$ cat src/rtl/uart_receiver_pkg.sv
// Shared definitions for the UART receiver: FSM state encoding (common with the
// transmitter) and oversampling constants.
package uart_receiver_pkg;

    typedef enum logic [1:0] {
        ST_IDLE  = 2'b00,
        ST_START = 2'b01,
        ST_DATA  = 2'b10,
        ST_STOP  = 2'b11
    } uart_state_t;

    localparam int OVERSAMPLE = 16;
    localparam int MID_TICK   = 7;

endpackage

$ cat src/rtl/uart_receiver_sync_2ff.sv
// Two-flop synchronizer for an asynchronous single-bit input; the reset value is
// parameterised so an idle-high line does not look like a start bit after reset.
module uart_receiver_sync_2ff #(
    parameter logic RST_VAL = 1'b1
) (
    input  logic clk_100MHz,
    input  logic reset,
    input  logic d,
    output logic q
);

    logic meta;

    always_ff @(posedge clk_100MHz or posedge reset) begin
        if (reset) begin
            meta <= RST_VAL;
            q    <= RST_VAL;
        end else begin
            meta <= d;
            q    <= meta;
        end
    end

endmodule

$ cat src/rtl/uart_receiver.sv
// 16x-oversampled UART receiver (8N1 by default) delivering each word with a
// one-clock rx_done strobe and a framing-error flag taken from the stop bit.
//
//   state    | meaning
//   ---------+---------------------------------------------------------------
//   ST_IDLE  | waiting for a falling edge on a line that has been seen high
//   ST_START | counting to mid start bit; line high there means false start
//   ST_DATA  | sampling DBITS data bits at mid-bit, LSB first
//   ST_STOP  | waiting to mid stop bit, then publishing word and error flag
module uart_receiver
    import uart_receiver_pkg::*;
#(
    parameter int DBITS   = 8,
    parameter int SB_TICK = 16
) (
    input  logic             clk_100MHz,
    input  logic             reset,
    input  logic             rx,
    input  logic             sample_tick,
    output logic [DBITS-1:0] data_out,
    output logic             rx_done,
    output logic             frame_err
);

    localparam int NB_W = (DBITS > 1) ? $clog2(DBITS) : 1;

    uart_state_t      state, state_next;
    logic [3:0]       tick, tick_next;
    logic [NB_W-1:0]  nbits, nbits_next;
    logic [DBITS-1:0] data_reg, data_next;
    logic [DBITS-1:0] data_out_next;
    logic             armed, armed_next;
    logic             done_next, ferr_next;
    logic             rx_s;

    uart_receiver_sync_2ff #(.RST_VAL(1'b1)) u_sync (
        .clk_100MHz (clk_100MHz),
        .reset      (reset),
        .d          (rx),
        .q          (rx_s)
    );

    always_ff @(posedge clk_100MHz or posedge reset) begin
        if (reset) begin
            state     <= ST_IDLE;
            tick      <= '0;
            nbits     <= '0;
            data_reg  <= '0;
            armed     <= 1'b0;
            data_out  <= '0;
            rx_done   <= 1'b0;
            frame_err <= 1'b0;
        end else begin
            state     <= state_next;
            tick      <= tick_next;
            nbits     <= nbits_next;
            data_reg  <= data_next;
            armed     <= armed_next;
            data_out  <= data_out_next;
            rx_done   <= done_next;
            frame_err <= ferr_next;
        end
    end

    always_comb begin
        state_next    = state;
        tick_next     = tick;
        nbits_next    = nbits;
        data_next     = data_reg;
        armed_next    = armed;
        data_out_next = data_out;
        done_next     = 1'b0;
        ferr_next     = frame_err;

        case (state)
            ST_IDLE: begin
                // armed gates the start edge so a held-low break cannot retrigger
                if (armed && !rx_s) begin
                    state_next = ST_START;
                    tick_next  = '0;
                    armed_next = 1'b0;
                end else if (rx_s) begin
                    armed_next = 1'b1;
                end
            end
            ST_START: begin
                if (sample_tick) begin
                    if (tick == 4'(MID_TICK)) begin
                        if (!rx_s) begin
                            state_next = ST_DATA;
                            tick_next  = '0;
                            nbits_next = '0;
                        end else begin
                            state_next = ST_IDLE;
                        end
                    end else begin
                        tick_next = tick + 4'd1;
                    end
                end
            end
            ST_DATA: begin
                if (sample_tick) begin
                    if (tick == 4'(OVERSAMPLE - 1)) begin
                        data_next = {rx_s, data_reg[DBITS-1:1]};
                        tick_next = '0;
                        if (nbits == NB_W'(DBITS - 1))
                            state_next = ST_STOP;
                        else
                            nbits_next = nbits + 1'b1;
                    end else begin
                        tick_next = tick + 4'd1;
                    end
                end
            end
            ST_STOP: begin
                if (sample_tick) begin
                    if (tick == 4'(SB_TICK - 1)) begin
                        state_next    = ST_IDLE;
                        done_next     = 1'b1;
                        data_out_next = data_reg;
                        ferr_next     = ~rx_s;
                    end else begin
                        tick_next = tick + 4'd1;
                    end
                end
            end
            default: state_next = ST_IDLE;
        endcase
    end

endmodule
$ cat config.mk
export PLATFORM = sky130hd
export DESIGN_NAME = uart_receiver
export DESIGN_NICKNAME = d
export VERILOG_FILES = /design/src/rtl/uart_receiver_pkg.sv /design/src/rtl/uart_receiver_sync_2ff.sv /design/src/rtl/uart_receiver.sv
export SDC_FILE = /design/constraint.sdc
export NUM_CORES = 1
export LEC_CHECK = 0
export ABC_AREA = 1
export BUFFER_PORTS_ARGS = -buffer_cell sky130_fd_sc_hd__buf_2
export CAP_MARGIN = 20
export CORE_MARGIN = 3
export CORE_UTILIZATION = 52
export CTS_CLUSTER_SIZE = 10
export DETAILED_ROUTE_END_ITERATION = 6
export PLACE_DENSITY = 0.74
export SLEW_MARGIN = 25
export SYNTH_ARGS = -nofsm -noshare
export SYNTH_HDL_FRONTEND = slang
export SYNTH_HIERARCHICAL = 1
export SYNTH_SLANG_ARGS = --single-unit
$ cat constraint.sdc
create_clock -name clk_100MHz -period 1.4 [get_ports clk_100MHz]
set_input_delay 0.14 -clock clk_100MHz [delete_from_list [all_inputs] [get_ports clk_100MHz]]
set_output_delay 0.14 -clock clk_100MHz [all_outputs]
set_load 0.02 [all_outputs]
==> results list <==
- Pin placement for this block handled 14 I/O pins.
- EDFF count, synth: 0
- Combinational share of power: 0.375
- Synthesis produced a netlist whose cell count is about 170.
* Count of placed standard cells including taps: 212
* Setup repair after global routing missed its margin: true
- At the worst endpoint, the required time is between 1500 and 2000 ps.
* Number of synthesis warnings: 6
* Wire length after detailed routing: 3.31 mm
- A synthesized cell averages 8.86 µm².
- Total count of max-transition violations in the final report: 0
* Initial Utilization: 0.571
- Number of buffer and inverter stages on the critical path: 1
- The number of nets in the synthesized netlist is 174.
- Using the TritonRoute via totals, the vias-per-cell ratio works out to 5.13.
* Total of max-cap violations: 0
- Layout cell share with drive strength beyond 1: 0.418
* Total negative slack for setup checks: -5.05 ps
* DP Worst Slack: -40.2 ps
* Switching part of the total power: 0.379
* Cells along the critical path: ha_4 > nand3_4 > nor2_4 > nand2_4 > clkbuf_16 > nand2_2 > o21ai_2
- VDD sags by at most 0.00107 V.
* Async set or reset register ratio after synthesis: 1.00
* Drt pass-1 iters: 4
- Data arrival time of the worst path: between 1500 and 2000 ps
- Among all flip-flop cells after synthesis, the most frequent one is sky130_fd_sc_hd__dfrtp_1.
- Core Footprint: ~2600 µm²
- Utilization of the core after routing: 0.748
- Vias: 1185
- The analysis attributes to cell leakage a power of 1.01 nW.
- Crit path capture type: register
* Post-DP HPWL: 1.95 mm
* Post-route insts no fill: 231
* Seq pwr share: 0.397
- Worst Tran Pin Value: approximately 360 ps
- Antenna Violating Nets Remaining: 0
- The worst pin sits at a relative slew slack of 0.762.
* Number of nets in the layout: between 200 and 250
* Total gr overflow: 0
- The number of different library cells used by synthesis comes to 20.
* Minimum clock period: 1410 ps
- CTS buffer count: 5
- Critical Path Slowest Stage Cell: sky130_fd_sc_hd__dfrtp_1
- R2R Setup Slk: -5 ps
- Die extent in x: 59.3 µm
- The path class of the tightest hold or removal check is input pin to register.
- Setup violations remaining at the end of the flow were counted as 1.
* Site Rows: 18
- Slowest cell delay on critical path: 400 ps
* Synthesis-to-finish area growth: 31.0%
- In this run the power spent charging and discharging nets is around 1.1 mW.
* Clock insertion delay at the later pin of the skew report: 330 ps
* Count of final hold-check violations: 0
- Root Buffer: sky130_fd_sc_hd__clkbuf_4
- Fin crit share: 1.00
- Deepest clock path buffer count: 2
* Antenna diode instance count: 0
- The synthesized design contains 30 register bits.
- Startpoint of the most critical register-to-register path: tick[0]
- Drt drc: 0
* Final critical-path setup slack: -5.05 ps
- TritonCTS clock tree: built
- CTS saw 30 sinks.
- Wire length of the first global-routing pass: between 4 and 5 mm
- The internal portion of the total power is approximately 1.7 mW.
* Maximum clock rate: 712 MHz
* Vias in the first global route: around 1100
- Setup crit start kind: register
- The initial antenna violation count was 0.
- Most common cell after layout, fill and taps aside: sky130_fd_sc_hd__nand2_1
* Violation count after the first detailed-route iteration: 46
- The flow ran to the end, but the final reports show violations.
- Grouping stages by cell kind, the critical path spends the most delay in simple AND/OR/NAND/NOR gates.
- By startpoint and endpoint, the worst setup path is classified as register to register.
* H-tree depth: 2
- Final estimated routing congestion in global placement: around 0.85
* Post-Route Skew: 3.24 ps
- Clock-pin transition on the worst setup and hold timing paths: 90 ps
* First element of the critical path: tick[0]
- Of all nets on the critical path, the largest fanout is 5.
- In this run the cell area of the synthesized design comes to 1480 µm².
- Total routing resource utilization after global routing: 0.191
- The checks that failed: setup timing.
- Pin count of the biggest net entering global routing: 29
- Power density of the placed cells: 1440 nW/µm²
- The share of the Yosys chip area taken by registers is 0.509.
* Commonest cells after routing, fill and taps aside: sky130_fd_sc_hd__nand2_1, sky130_fd_sc_hd__dfrtp_1, sky130_fd_sc_hd__inv_1
- The startpoint identified for the worst hold timing path is sample_tick.
- After detailed routing, the average wire length per cell comes to 14.3 µm.
- Buffers placed on the I/O ports in this run total 13.
- Part of the total power dissipated in the clock network: 0.228
* Area of the die: around 3500 µm²
- The floorplan step set the die height to 59.3 µm.
==> timing repair <==
item	CTS	global route
gates cloned	0	2
resized for setup	7	32
setup endpoints to repair	5	24
pin swaps	1	7
hold buffers	2	0
setup buffers	1	6
endpoints found under the hold margin	31	0
==> layer usage <==
metal  part of all wire  track usage  vias up  routed length, µm
met1               0.42        0.219      569               1400
met5                  0            0        -                  0
li1                   -            -      593                  -
met3              0.036       0.0654        7                118
met2               0.53        0.321       16               1740
met4              0.015       0.0841        0                 51
==> Yosys cell counts (2+ instances only) <==
cell type	n	area (µm²)
sky130_fd_sc_hd__inv_1	22	82.6
sky130_fd_sc_hd__nand2_2	5	31.3
sky130_fd_sc_hd__nor2_4	3	33.8
sky130_fd_sc_hd__buf_6	3	33.8
sky130_fd_sc_hd__nand2_1	51	191
sky130_fd_sc_hd__o21ai_1	2	10.0
sky130_fd_sc_hd__nand3_1	6	30.0
sky130_fd_sc_hd__o21ai_2	11	96.3
sky130_fd_sc_hd__dfstp_2	2	52.6
sky130_fd_sc_hd__inv_2	2	7.51
sky130_fd_sc_hd__nand4_1	4	25.0
sky130_fd_sc_hd__dfrtp_1	28	701
sky130_fd_sc_hd__ha_1	3	37.5
sky130_fd_sc_hd__o21ai_0	11	55.1
sky130_fd_sc_hd__nor2_1	9	33.8
==> logic make-up (layout without fill, tap and decap cells) <==
family | count (synthesis) | in the layout | synth area share
DFF | 30 | 30 | 0.509
buffers and inverters | 28 | 62 | 0.0888
xor gates and xnor gates | 1 | 1 | 0.00592
adders and majority gates | 3 | 3 | 0.0254
AOI/OAI and AO/OA | 24 | 24 | 0.109
and+or+nand+nor | 81 | 81 | 0.261
==> cell type report <==
type	count	area (µm²)
clock buffer	8	78.8
tap	30	37.5
timing repair buffer	30	270
fill	176	652
sequential	30	756
multi-input combinational	109	703
inverter	24	92.6
==> path summary, 6_finish.rpt <==
path | cells after the start | endpoint
worst max-delay path | 7 | data_out[7]
worst min-delay path | 4 | rx_done
worst max register to register | 7 | data_out[7]
worst min register to register | 0 | u_sync/q
max in group asynchronous | 4 | asynchronous set/reset pin
min in group asynchronous | 3 | u_sync/meta
==> stage by stage <==
step                      hold slack, ps  power (mW)  instance area [µm²]
after floorplan                     51.5        1.71                 1480
after global placement               172        1.82                 1610
after detailed placement             182        1.86                 1610
after CTS                            199        2.57                 1730
after global routing                 275        2.98                 1940
final                                271        2.79                 1940
==> power groups by stage <==
stage          combinational [mW]  clock, mW  sequential, mW
6_report                     1.05      0.638            1.11
5_1_grt                      1.17      0.690            1.12
4_1_cts                     0.816      0.652            1.10
3_5_place_dp                0.747          0            1.12
3_3_place_gp                0.718          0            1.11
2_1_floorplan               0.656          0            1.05
==> worst reg2reg max path: stages, from the launching register on <==
cell and delay (ps):
sky130_fd_sc_hd__dfrtp_1 400, sky130_fd_sc_hd__ha_4 190, sky130_fd_sc_hd__nand3_4 120, sky130_fd_sc_hd__nor2_4 200
sky130_fd_sc_hd__nand2_4 110, sky130_fd_sc_hd__clkbuf_16 180, sky130_fd_sc_hd__nand2_2 60, sky130_fd_sc_hd__o21ai_2 50
Note: power is estimated with default switching activity, not from simulation.
